`src/rtl/fecha_rtc_writer.sv`:
```
// fecha_rtc_writer
//
// Writes an edited BCD date (day, month, year) into an external RTC over its
// multiplexed address/data bus. A rising edge on `commit` latches the three
// values and runs three register writes (day, month, year). Each write is
// seven bus phases of T_PH clocks: address setup/strobe/hold, data
// setup/strobe/hold, then a gap with the bus released. A one-cycle DONE state
// follows the last write. Every bus output comes straight from a register.
//
// Build option: define FECHA_VALIDATE_EN to reject commits whose date is not
// a plausible BCD calendar date. A rejected commit pulses `err` for one cycle
// and causes no bus activity. Without the macro `err` is constant 0.
//
// Ports:
//   clk     in   system clock, rising edge
//   reset   in   asynchronous, active-high reset
//   diaC    in   [7:0] day, BCD {tens,units}
//   mesC    in   [7:0] month, BCD
//   yearC   in   [7:0] year, BCD
//   commit  in   level; a rising edge requests a write-back
//   busy    out  write sequence in progress
//   done    out  one-cycle pulse at sequence end
//   err     out  one-cycle pulse on a rejected commit
//   cs_n    out  RTC chip select, active low
//   a_d     out  0 = address phase, 1 = data phase
//   wr_n    out  RTC write strobe, active low
//   rd_n    out  RTC read strobe, constant 1
//   ad_oe   out  bus driver enable
//   ad_out  out  [7:0] address/data bus value
module fecha_rtc_writer #(
    parameter int         T_PH      = 2,
    parameter logic [7:0] ADDR_DIA  = 8'h24,
    parameter logic [7:0] ADDR_MES  = 8'h25,
    parameter logic [7:0] ADDR_YEAR = 8'h26
) (
    input  logic       clk,
    input  logic       reset,
    input  logic [7:0] diaC,
    input  logic [7:0] mesC,
    input  logic [7:0] yearC,
    input  logic       commit,
    output logic       busy,
    output logic       done,
    output logic       err,
    output logic       cs_n,
    output logic       a_d,
    output logic       wr_n,
    output logic       rd_n,
    output logic       ad_oe,
    output logic [7:0] ad_out
);

    typedef enum logic [1:0] {
        IDLE  = 2'd0,
        WRITE = 2'd1,
        DONE  = 2'd2
    } state_t;

    typedef struct packed {
        logic       cs_n;
        logic       ad_oe;
        logic       a_d;
        logic       wr_n;
        logic [7:0] ad_out;
    } bus_t;

    localparam int            CW       = (T_PH > 1) ? $clog2(T_PH) : 1;
    localparam logic [CW-1:0] CNT_LAST = CW'(T_PH - 1);
    localparam bus_t          BUS_IDLE = '{cs_n: 1'b1, ad_oe: 1'b0, a_d: 1'b0,
                                           wr_n: 1'b1, ad_out: 8'h00};

    state_t        state;
    logic          commit_q;
    logic [CW-1:0] cnt;
    logic [2:0]    phase;
    logic [1:0]    idx;
    logic          busy_q;
    logic          done_q;
    logic          err_q;
    bus_t          bus_q;

    // Shadow copies of the date; only captured when a sequence starts.
    logic [7:0]    dia_s;
    logic [7:0]    mes_s;
    logic [7:0]    year_s;

    logic          commit_edge;
    logic          date_valid;
    logic          start;

    // Register address for write number i.
    function automatic logic [7:0] addr_for(input logic [1:0] i);
        case (i)
            2'd0:    return ADDR_DIA;
            2'd1:    return ADDR_MES;
            default: return ADDR_YEAR;
        endcase
    endfunction

    // Data byte for write number i.
    function automatic logic [7:0] data_for(input logic [1:0] i,
                                            input logic [7:0] d,
                                            input logic [7:0] m,
                                            input logic [7:0] y);
        case (i)
            2'd0:    return d;
            2'd1:    return m;
            default: return y;
        endcase
    endfunction

    // Bus pins for a given phase of one write. Phase 6 (gap) and anything
    // beyond release the bus.
    function automatic bus_t phase_bus(input logic [2:0] ph,
                                       input logic [7:0] addr,
                                       input logic [7:0] data);
        bus_t b;
        b = '{cs_n: 1'b0, ad_oe: 1'b1, a_d: 1'b0, wr_n: 1'b1, ad_out: addr};
        case (ph)
            3'd0: ;
            3'd1: b.wr_n = 1'b0;
            3'd2: ;
            3'd3: begin b.a_d = 1'b1; b.ad_out = data; end
            3'd4: begin b.a_d = 1'b1; b.ad_out = data; b.wr_n = 1'b0; end
            3'd5: begin b.a_d = 1'b1; b.ad_out = data; end
            default: b = BUS_IDLE;
        endcase
        return b;
    endfunction

`ifdef FECHA_VALIDATE_EN
    // Plausible BCD date: all nibbles decimal, month 01..12, day 01..31 and
    // limited by the month length (February allowed up to 29, no leap rule).
    function automatic logic date_ok(input logic [7:0] d,
                                     input logic [7:0] m,
                                     input logic [7:0] y);
        logic ok;
        ok = (d[7:4] <= 4'd9) && (d[3:0] <= 4'd9) &&
             (m[7:4] <= 4'd9) && (m[3:0] <= 4'd9) &&
             (y[7:4] <= 4'd9) && (y[3:0] <= 4'd9);
        // With decimal nibbles, BCD bytes compare in numeric order.
        ok = ok && (m >= 8'h01) && (m <= 8'h12);
        ok = ok && (d >= 8'h01) && (d <= 8'h31);
        if ((m == 8'h04) || (m == 8'h06) || (m == 8'h09) || (m == 8'h11))
            ok = ok && (d <= 8'h30);
        if (m == 8'h02)
            ok = ok && (d <= 8'h29);
        return ok;
    endfunction

    assign date_valid = date_ok(diaC, mesC, yearC);
`else
    assign date_valid = 1'b1;
`endif

    assign commit_edge = commit & ~commit_q;
    assign start       = (state == IDLE) && commit_edge && date_valid;

    always_ff @(posedge clk) begin
        if (start) begin
            dia_s  <= diaC;
            mes_s  <= mesC;
            year_s <= yearC;
        end
    end

    always_ff @(posedge clk or posedge reset) begin
        if (reset) begin
            state    <= IDLE;
            commit_q <= 1'b0;
            cnt      <= '0;
            phase    <= 3'd0;
            idx      <= 2'd0;
            busy_q   <= 1'b0;
            done_q   <= 1'b0;
            err_q    <= 1'b0;
            bus_q    <= BUS_IDLE;
        end else begin
            // The level is tracked even while busy, so a held commit never
            // produces a late edge.
            commit_q <= commit;
            done_q   <= 1'b0;
            err_q    <= 1'b0;
            case (state)
                IDLE: begin
                    if (start) begin
                        state  <= WRITE;
                        busy_q <= 1'b1;
                        cnt    <= '0;
                        phase  <= 3'd0;
                        idx    <= 2'd0;
                        bus_q  <= phase_bus(3'd0, addr_for(2'd0), diaC);
                    end else if (commit_edge) begin
                        err_q  <= 1'b1;
                    end
                end
                WRITE: begin
                    if (cnt == CNT_LAST) begin
                        cnt <= '0;
                        if (phase == 3'd6) begin
                            if (idx == 2'd2) begin
                                state  <= DONE;
                                done_q <= 1'b1;
                            end else begin
                                idx   <= idx + 2'd1;
                                phase <= 3'd0;
                                bus_q <= phase_bus(3'd0, addr_for(idx + 2'd1),
                                                   data_for(idx + 2'd1, dia_s, mes_s, year_s));
                            end
                        end else begin
                            phase <= phase + 3'd1;
                            bus_q <= phase_bus(phase + 3'd1, addr_for(idx),
                                               data_for(idx, dia_s, mes_s, year_s));
                        end
                    end else begin
                        cnt <= cnt + 1'b1;
                    end
                end
                DONE: begin
                    state  <= IDLE;
                    busy_q <= 1'b0;
                end
                default: begin
                    state  <= IDLE;
                    busy_q <= 1'b0;
                    bus_q  <= BUS_IDLE;
                end
            endcase
        end
    end

    assign busy   = busy_q;
    assign done   = done_q;
    assign err    = err_q;
    assign cs_n   = bus_q.cs_n;
    assign a_d    = bus_q.a_d;
    assign wr_n   = bus_q.wr_n;
    assign ad_oe  = bus_q.ad_oe;
    assign ad_out = bus_q.ad_out;
    assign rd_n   = 1'b1;

endmodule
```
`config.mk`:
```
export PLATFORM = sky130hd
export DESIGN_NAME = fecha_rtc_writer
export DESIGN_NICKNAME = d
export VERILOG_FILES = /design/src/rtl/fecha_rtc_writer.sv
export SDC_FILE = /design/constraint.sdc
export NUM_CORES = 1
export LEC_CHECK = 0
export ABC_AREA = 1
export CORE_MARGIN = 1
export CORE_UTILIZATION = 51
export CTS_CLUSTER_DIAMETER = 40
export DETAILED_ROUTE_END_ITERATION = 8
export GPL_ROUTABILITY_DRIVEN = 0
export GPL_TIMING_DRIVEN = 0
export PLACE_DENSITY = 0.89
export SYNTH_ARGS = -nofsm -noshare
export SYNTH_HDL_FRONTEND = slang
export SYNTH_SLANG_ARGS = --single-unit
export TNS_END_PERCENT = 50
```
`constraint.sdc`:
```
create_clock -name clk -period 2.95 [get_ports clk]
set_input_delay 0.7375 -clock clk [delete_from_list [all_inputs] [get_ports clk]]
set_output_delay 0.7375 -clock clk [all_outputs]
set_load 0.1 [all_outputs]
```
==> results of run 1 <==
[flip-flops by register name, summed over array words and instances (netlist names)]
| name | count |
|---|---|
| a_d | 1 |
| ad_oe | 1 |
| ad_out | 8 |
| busy | 1 |
| cnt | 1 |
| commit_q | 1 |
| cs_n | 1 |
| dia_s | 8 |
| done | 1 |
| err | 1 |
| idx | 2 |
| mes_s | 8 |
| phase | 3 |
| state | 2 |
| wr_n | 1 |
| year_s | 8 |
[final cells by class]
type	instances	area share, %
timing repair buffer	42	15.7
clock inverter	1	0.323
inverter	19	2.63
sequential	48	48.8
multi-input combinational	150	26.4
clock buffer	7	2.82
tap	50	2.31
buffer	4	0.970
[per-stage QoR]
step	utilization, %	worst slack, ns	std cells
final	67.8	0.248	321
after global placement	65.2	-0.475	312
after floorplan	-	0.395	221
after global routing	67.8	0.209	321
after detailed placement	65.6	0.488	313
after CTS	67.8	0.245	321
[worst reg2reg max path, stage by stage (launching register included)]
cell	delay [ns]
sky130_fd_sc_hd__dfrtp_1	0.40
sky130_fd_sc_hd__inv_1	0.07
sky130_fd_sc_hd__ha_1	0.19
sky130_fd_sc_hd__clkbuf_1	0.25
sky130_fd_sc_hd__nor2_2	0.41
sky130_fd_sc_hd__nand2_1	0.11
sky130_fd_sc_hd__nand2_1	0.09
sky130_fd_sc_hd__nand2_1	0.05
sky130_fd_sc_hd__nand2_1	0.08
sky130_fd_sc_hd__nand3_1	0.10
sky130_fd_sc_hd__nand2_1	0.08
[per-layer routing]
layer  part of all wire (%)  track usage, %  up-vias
li1                       -               -      802
met1                     41            23.7      750
met2                     52            36.9       53
met3                    4.9            5.82        9
met4                    2.2            9.04        0
met5                      0               0        -
[placed cells by master, fill, tap and decap left out]
cell type / synthesis / layout
sky130_fd_sc_hd__nand4_1: 2 / 2
sky130_fd_sc_hd__clkinv_4: 0 / 1
sky130_fd_sc_hd__clkbuf_8: 0 / 5
sky130_fd_sc_hd__edfxtp_1: 24 / 24
sky130_fd_sc_hd__nor2_4: 4 / 4
sky130_fd_sc_hd__o21ai_0: 7 / 7
sky130_fd_sc_hd__ha_1: 3 / 3
sky130_fd_sc_hd__dfrtp_1: 22 / 22
sky130_fd_sc_hd__nor2_2: 5 / 6
sky130_fd_sc_hd__buf_6: 1 / 1
sky130_fd_sc_hd__conb_1: 2 / 2
sky130_fd_sc_hd__a21oi_1: 5 / 5
sky130_fd_sc_hd__nand2_4: 3 / 3
sky130_fd_sc_hd__nand2_1: 79 / 79
sky130_fd_sc_hd__nor2_1: 14 / 13
sky130_fd_sc_hd__nand3_1: 21 / 21
sky130_fd_sc_hd__dfstp_2: 2 / 2
sky130_fd_sc_hd__clkbuf_1: 2 / 4
sky130_fd_sc_hd__inv_1: 14 / 14
sky130_fd_sc_hd__buf_4: 1 / 1
sky130_fd_sc_hd__nand2_2: 5 / 5
sky130_fd_sc_hd__buf_8: 0 / 1
sky130_fd_sc_hd__inv_2: 5 / 5
sky130_fd_sc_hd__clkdlybuf4s50_1: 0 / 41
[power by group through the flow]
stage / combinational, uW / clock, uW / sequential [uW]
floorplan: 726 / 0 / 1530
global placement: 1510 / 0 / 1090
detailed placement: 1580 / 0 / 1090
CTS: 1590 / 385 / 1080
global route: 1720 / 409 / 1100
finish: 1580 / 385 / 1080
[how the worst min path moves through the flow]
stage | endpoint | slack, ns | cells after the start
floorplan | idx[1] | 0.47 | 2
global placement | cs_n | 0.45 | 2
detailed placement | cs_n | 0.46 | 2
CTS | cs_n | 0.47 | 2
global route | cs_n | 0.49 | 2
finish | cs_n | 0.46 | 2
[logic make-up (layout without fill, tap and decap cells)]
family,Yosys count,after routing,share of synthesized area (%)
AOI/OAI and AO/OA,12,12,2.81
and+or+nand+nor,133,133,28.5
buffers and inverters,23,73,4.57
other,2,2,0.352
adders and majority gates,3,3,1.76
DFF,48,48,62.0
==> impl_metrics.yaml, run 1 <==
cts:
  tritoncts: "yes"
  cts_setup_buffers: 0
  cts_made_buffers: 5
  clk-insertion-delay-late_ns: 0.30
  cts-root-to-sink-buffers: 2
  ctsResizeCount: 0
  postCtsHoldBufs: 0
  cts_num_sinks: 48
  htree_num_levels: 2
  clock-root-buffer: "sky130_fd_sc_hd__clkbuf_8"
  worst_setup_hold_path_clk_slew_ns: 0.09
power:
  report.power.total_uw: 3040
  static-leakage-power_uw: 0.00121
  p_sw_share_pct: 49.0
  seq_power_share_pct: 35.5
  pwr-share-clk_pct: 12.6
  power.switching_uw: 1490
  pwr_density_cell_nw_per_um2: 1120
  irDropWorstVdd_mv: 0.437
  combPwrFrac_pct: 51.8
  power.internal_uw: 1550
floorplanning:
  coreArea_sq_um: 4000
  dieArea_sq_um: 4450
  die_height_um: 66.7
  floorplan.initialDensity_pct: 53.4
  rows: 23
  die_w_um: 66.7
  top_level_ports: 43
global_route:
  grt_start_max_net_pins: 25
  grt_antenna_before_repair: 0
  grt_pass1_vias: 1585
  grt_pass1_wl_um: 6750
  gr-total-overflow: 0
  gr-usage-all-layers_pct: 21.0
finish:
  fin_area_sq_um: 2710
  fraction_of_final_layout_cells_with_drive_strength_greater_than_1_pct: 12.5
  syn2layout_area_growth_pct: 27.0
  antenna-diode-count: 0
  nNetsFinal: 300
  filler_cell_count: 304
  multi_input_comb_area_sq_um: 716
  ff_latch_area_sq_um: 1320
placement:
  place.port_buffers: 41
  dpl.hpwl_um: 3060
  placement.cell_area_sq_um: 2630
synth:
  yosysMostFrequentCell: "sky130_fd_sc_hd__nand2_1"
  synth_enable_flop_cells: 24
  ys_types: 20
  syn-cell-area_sq_um: 2130
  synth.yosys.seq_area_share_pct: 62.0
  ys.flop_type: "sky130_fd_sc_hd__edfxtp_1"
  synth_seq_cells: 48
  synth_cells: 221
  synthTopCellsByArea: "sky130_fd_sc_hd__edfxtp_1, sky130_fd_sc_hd__dfrtp_1, sky130_fd_sc_hd__nand2_1"
  number_of_synthesis_warnings: 0
  yosysTopAreaCell: "sky130_fd_sc_hd__edfxtp_1"
  post_synth.cell_area_avg_sq_um: 9.66
  ys_top_cells_by_count: "sky130_fd_sc_hd__nand2_1, sky130_fd_sc_hd__edfxtp_1, sky130_fd_sc_hd__dfrtp_1, sky130_fd_sc_hd__nand3_1"
  ys_async_sr_fraction_pct: 50.0
  synth_top_area_share_pct: 33.8
  postSynthNetCount: 251
route:
  drt_drc_violations_left: 0
  via_count: 1614
  drt.antenna.violating_nets: 0
  routed_wire_length_per_instance_um: 12.7
  wl_um: 4090
  detailedRoute.firstPassIterationCount: 4
  post_drt_via_cell_ratio: 5.03
  drt_first_iter_violations: 70
setup_path:
  crit_chain: "clkdlybuf4s50_1"
  cp-end-kind: "output port"
  crit-reg2reg-capture: "ad_out[1]"
  timing.critical_path.from_type: "flop"
  critical_path_class: "flop to output port"
  timing.critical_path.arrival_ns: 1.96
  cpLargestDelayFamily: "buffers and inverters"
  depth_of_the_worst_register_to_register_path: 10
  path_buf_inv: 1
  critPathMaxFanout: 2
  r2r_setup_slack_ns: 1.08
  critical-path-slowest-cell: "sky130_fd_sc_hd__clkdlybuf4s50_1"
  timing.critical_path.depth: 1
  critical-path-max-stage-delay_ns: 1.12
  critPathLaunch: "wr_n"
  regToRegStartpoint: "idx[0]"
  cp.required_ns: 2.21
  timing.critical_path.to: "wr_n"
hold_path:
  hold_path_startpoint: "cs_n"
  min-delay-path-class: "flop to flop"
timing:
  setup_tns_ns: 0
  hold_ws_ns: 0.463
  max_freq_mhz: 370
  setup_viol: 0
  report.final.slew_viol_count: 0
  timing.final.crit_share_pct: 91.6
  min_period_ns: 2.70
  max_slew_margin_pct: 33.1
  setup_skew_after_layout_ns: 0.00706
  grt_setup_unrepaired: "no"
  hold_viol_final: 0
  worst_slew_pin_slew_ns: 1.00
status:
  status: "finished, final reports clean"
run:
  timing.max_cap.violations: 0
Note: power is estimated with default switching activity, not from simulation.
==> inputs of run 2 (changes only) <==
--- a/config.mk
+++ b/config.mk
@@ -12,6 +12,7 @@
 export DETAILED_ROUTE_END_ITERATION = 8
 export GPL_ROUTABILITY_DRIVEN = 0
 export GPL_TIMING_DRIVEN = 0
+export MAX_ROUTING_LAYER = met4
 export PLACE_DENSITY = 0.89
 export SYNTH_ARGS = -nofsm -noshare
 export SYNTH_HDL_FRONTEND = slang
==> impl_metrics.yaml, run 2 (same netlist as run 1, synthesis figures left out) <==
cts:
  ctsResizeCount: 0
  cts_made_buffers: 5
  clock-root-buffer: "sky130_fd_sc_hd__clkbuf_8"
  cts_setup_buffers: 0
  htree_num_levels: 2
  tritoncts: "yes"
  postCtsHoldBufs: 0
  clk-insertion-delay-late_ns: 0.30
  cts-root-to-sink-buffers: 2
  worst_setup_hold_path_clk_slew_ns: 0.09
  cts_num_sinks: 48
route:
  drt_first_iter_violations: 67
  detailedRoute.firstPassIterationCount: 4
  routed_wire_length_per_instance_um: 12.7
  drt_drc_violations_left: 0
  drt.antenna.violating_nets: 0
  wl_um: 4080
  via_count: 1613
  post_drt_via_cell_ratio: 5.02
timing:
  min_period_ns: 2.70
  worst_slew_pin_slew_ns: 1.00
  report.final.slew_viol_count: 0
  max_slew_margin_pct: 33.1
  hold_viol_final: 0
  hold_ws_ns: 0.463
  grt_setup_unrepaired: "no"
  setup_tns_ns: 0
  max_freq_mhz: 370
  setup_viol: 0
  setup_skew_after_layout_ns: 0.00707
  timing.final.crit_share_pct: 91.6
setup_path:
  depth_of_the_worst_register_to_register_path: 10
  path_buf_inv: 1
  cpLargestDelayFamily: "buffers and inverters"
  cp-end-kind: "output port"
  critical-path-slowest-cell: "sky130_fd_sc_hd__clkdlybuf4s50_1"
  critical_path_class: "flop to output port"
  regToRegStartpoint: "idx[0]"
  timing.critical_path.arrival_ns: 1.96
  cp.required_ns: 2.21
  critical-path-max-stage-delay_ns: 1.12
  timing.critical_path.from_type: "flop"
  r2r_setup_slack_ns: 1.09
  crit_chain: "clkdlybuf4s50_1"
  crit-reg2reg-capture: "ad_out[1]"
  critPathMaxFanout: 2
hold_path:
  hold_path_startpoint: "cs_n"
  min-delay-path-class: "flop to flop"
  whs_endpoint: "cs_n"
  min_delay_path_depth: 2
global_route:
  grt_start_max_net_pins: 25
  gr-total-overflow: 0
  grt_pass1_wl_um: 6760
  grt_pass1_vias: 1599
  gr-usage-all-layers_pct: 21.7
  grt_antenna_before_repair: 0
finish:
  utilization_pct: 67.8
  syn2layout_area_growth_pct: 27.0
  nNetsFinal: 300
  layout_common_cells: "sky130_fd_sc_hd__nand2_1, sky130_fd_sc_hd__clkdlybuf4s50_1, sky130_fd_sc_hd__edfxtp_1"
  fraction_of_final_layout_cells_with_drive_strength_greater_than_1_pct: 12.5
  fin_area_sq_um: 2710
  antenna-diode-count: 0
  most_common_cell_after_layout_fill_and_taps_aside: "sky130_fd_sc_hd__nand2_1"
power:
  pwr_density_cell_nw_per_um2: 1120
  report.power.total_uw: 3040
  p_sw_share_pct: 49.0
  seq_power_share_pct: 35.6
  power.switching_uw: 1490
  pwr-share-clk_pct: 12.6
  static-leakage-power_uw: 0.00121
  power.internal_uw: 1550
  combPwrFrac_pct: 51.8
  irDropWorstVdd_mv: 0.436
floorplanning:
  rows: 23
  floorplan.initialDensity_pct: 53.4
  die_height_um: 66.7
  dieArea_sq_um: 4450
  coreArea_sq_um: 4000
  top_level_ports: 43
  die_w_um: 66.7
status:
  status: "finished, final reports clean"
placement:
  placement.cell_area_sq_um: 2630
  dpl.hpwl_um: 3060
  place.port_buffers: 41
run:
  timing.max_cap.violations: 0
## run 2: cell counts in the layout (fill, tap and decap cells not counted)
No cell type changed its count.
## run 2: per-layer routing
metal  up-vias  routed length (um)  global-route usage, %
met1       745                1650                   23.3
met5         -                   0                      -
met3         8                 212                   6.34
met2        59                2140                   37.2
li1        801                   -                      -
met4         0                  85                   9.04
## run 2: worst max path at each step
stage	startpoint	to	depth (start not counted)
2_1_floorplan	commit	dia_s[0]	4
3_3_place_gp	commit	dia_s[7]	5
3_5_place_dp	commit	dia_s[7]	6
4_1_cts	wr_n	wr_n	1
5_1_grt	wr_n	wr_n	1
6_report	wr_n	wr_n	1
## run 2: power by group through the flow
stage	Clock [uW]	Combinational, uW	Sequential (uW)
finish	383	1580	1080
global route	411	1720	1100
CTS	385	1590	1080
detailed placement	0	1580	1090
global placement	0	1510	1090
floorplan	0	726	1530
## run 2: area by class of cell
type	count	area (sq um)
well taps	50	62.6
flip-flops and latches	48	1320
clock buffers	7	76.3
fillers	304	1290
multi-input cells	150	716
inverters	19	71.3
clock inverters	1	8.76
repair buffers	42	425
plain buffers	4	26.3
## run 2: through the flow
step / std cells / worst slack (ns)
6_report: 321 / 0.249
5_1_grt: 321 / 0.207
4_1_cts: 321 / 0.245
3_5_place_dp: 313 / 0.488
3_3_place_gp: 312 / -0.475
2_1_floorplan: 221 / 0.395
==> inputs of run 3 (changes only) <==
--- a/config.mk
+++ b/config.mk
@@ -6,7 +6,7 @@
 export NUM_CORES = 1
 export LEC_CHECK = 0
 export ABC_AREA = 1
-export CORE_MARGIN = 1
+export CORE_MARGIN = 3
 export CORE_UTILIZATION = 51
 export CTS_CLUSTER_DIAMETER = 40
 export DETAILED_ROUTE_END_ITERATION = 8
==> impl_metrics.yaml, run 3 (same netlist as run 1, synthesis figures left out) <==
floorplanning:
  die_w_um: 70.7
  dieArea_sq_um: 5000
  coreArea_sq_um: 3850
  floorplan.initialDensity_pct: 55.4
  die_height_um: 70.7
  rows: 22
  top_level_ports: 43
power:
  p_sw_share_pct: 48.6
  pwr_density_cell_nw_per_um2: 1130
  static-leakage-power_uw: 0.00121
  report.power.total_uw: 3060
  seq_power_share_pct: 35.3
  irDropWorstVdd_mv: 0.595
  power.internal_uw: 1570
  pwr-share-clk_pct: 13.2
  power.switching_uw: 1490
  combPwrFrac_pct: 51.5
setup_path:
  regToRegStartpoint: "state[0]"
  critPathLaunch: "cs_n"
  critical_path_class: "flop to output port"
  critPathMaxFanout: 2
  crit-reg2reg-capture: "dia_s[3]"
  timing.critical_path.to: "cs_n"
  critical-path-slowest-cell: "sky130_fd_sc_hd__clkdlybuf4s50_1"
  critical-path-max-stage-delay_ns: 1.12
  timing.critical_path.from_type: "flop"
  cpLargestDelayFamily: "buffers and inverters"
  path_buf_inv: 1
  timing.critical_path.depth: 1
  cp.required_ns: 2.21
  timing.critical_path.arrival_ns: 1.96
  crit_chain: "clkdlybuf4s50_1"
  depth_of_the_worst_register_to_register_path: 6
  r2r_setup_slack_ns: 0.89
  cp-end-kind: "output port"
finish:
  fin_area_sq_um: 2720
  nNetsFinal: 300
  antenna-diode-count: 0
  most_common_cell_after_layout_fill_and_taps_aside: "sky130_fd_sc_hd__nand2_1"
  layout_common_cells: "sky130_fd_sc_hd__nand2_1, sky130_fd_sc_hd__clkdlybuf4s50_1, sky130_fd_sc_hd__edfxtp_1"
  fraction_of_final_layout_cells_with_drive_strength_greater_than_1_pct: 12.9
  syn2layout_area_growth_pct: 27.3
cts:
  cts_num_sinks: 48
  clock-root-buffer: "sky130_fd_sc_hd__clkbuf_8"
  htree_num_levels: 2
  cts_made_buffers: 5
  worst_setup_hold_path_clk_slew_ns: 0.09
  postCtsHoldBufs: 0
  clk-insertion-delay-late_ns: 0.30
  tritoncts: "yes"
  cts_setup_buffers: 0
  cts-root-to-sink-buffers: 2
  ctsResizeCount: 0
timing:
  worst_slew_pin_slew_ns: 1.00
  max_slew_margin_pct: 32.8
  min_period_ns: 2.70
  grt_setup_unrepaired: "no"
  timing.final.crit_share_pct: 91.4
  max_freq_mhz: 371
  hold_ws_ns: 0.460
  hold_viol_final: 0
  report.final.slew_viol_count: 0
  setup_viol: 0
  setup_skew_after_layout_ns: 0.00445
global_route:
  grt_antenna_before_repair: 0
  grt_start_max_net_pins: 25
  grt_pass1_vias: 1617
  grt_pass1_wl_um: 7230
  gr-usage-all-layers_pct: 19.1
  gr-total-overflow: 0
placement:
  place.port_buffers: 41
  placement.cell_area_sq_um: 2620
  dpl.hpwl_um: 3180
status:
  status: "finished, final reports clean"
route:
  routed_wire_length_per_instance_um: 13.2
  drt_first_iter_violations: 172
  wl_um: 4210
  drt_drc_violations_left: 0
  via_count: 1626
  drt.antenna.violating_nets: 0
  detailedRoute.firstPassIterationCount: 4
  post_drt_via_cell_ratio: 5.10
hold_path:
  hold_path_startpoint: "wr_n"
  min-delay-path-class: "flop to flop"
run:
  timing.max_cap.violations: 0
==> run 3: cell count changes in the layout (fill, tap and decap cells not counted) <==
cell	before	now
sky130_fd_sc_hd__clkinvlp_4	0	1
sky130_fd_sc_hd__clkbuf_1	4	3
sky130_fd_sc_hd__clkinv_4	1	0
sky130_fd_sc_hd__clkbuf_8	5	6
==> run 3: worst register-to-register path, delay by kind of cell (launching register included) <==
family | cells | cell delay [ns]
and+or+nand+nor | 4 | 0.91
DFF | 1 | 0.49
buffers and inverters | 2 | 0.38
==> run 3: how the worst min path moves through the flow <==
stage / end / slack (ns) / depth (start not counted)
after floorplan: idx[1] / 0.47 / 2
after global placement: wr_n / 0.45 / 2
after detailed placement: wr_n / 0.45 / 2
after CTS: wr_n / 0.46 / 2
after global routing: cs_n / 0.48 / 2
final: wr_n / 0.46 / 2
==> run 3: metal layers <==
metal / global-route usage, % / routed length (um)
met3: 3.69 / 227
met2: 32.7 / 2180
met5: - / 0
met1: 21.9 / 1710
met4: 7.93 / 91
==> run 3: final cells by class <==
cell class	count	area, sq um
flip-flops and latches	48	1320
fillers	294	1140
multi-input cells	150	716
repair buffers	42	425
clock buffers	7	86.3
inverters	19	71.3
well taps	48	60.1
plain buffers	4	26.3
clock inverters	1	7.51
==> run 3: per-stage QoR <==
stage	setup TNS [ns]	setup WS [ns]	instances	util, %
2_1_floorplan	0	0.395	221	-
3_3_place_gp	-13.18	-0.500	310	67.6
3_5_place_dp	0	0.213	311	68.1
4_1_cts	0	0.244	319	70.5
5_1_grt	0	0.215	319	70.5
6_report	0	0.253	319	70.5
==> run 3: power by group through the flow <==
stage               logic [uW]  clock network [uW]  registers (uW)
global placement          1510                   0            1080
finish                    1570                 405            1080
floorplan                  726                   0            1530
detailed placement        1580                   0            1090
global route              1720                 449            1100
CTS                       1590                 410            1080
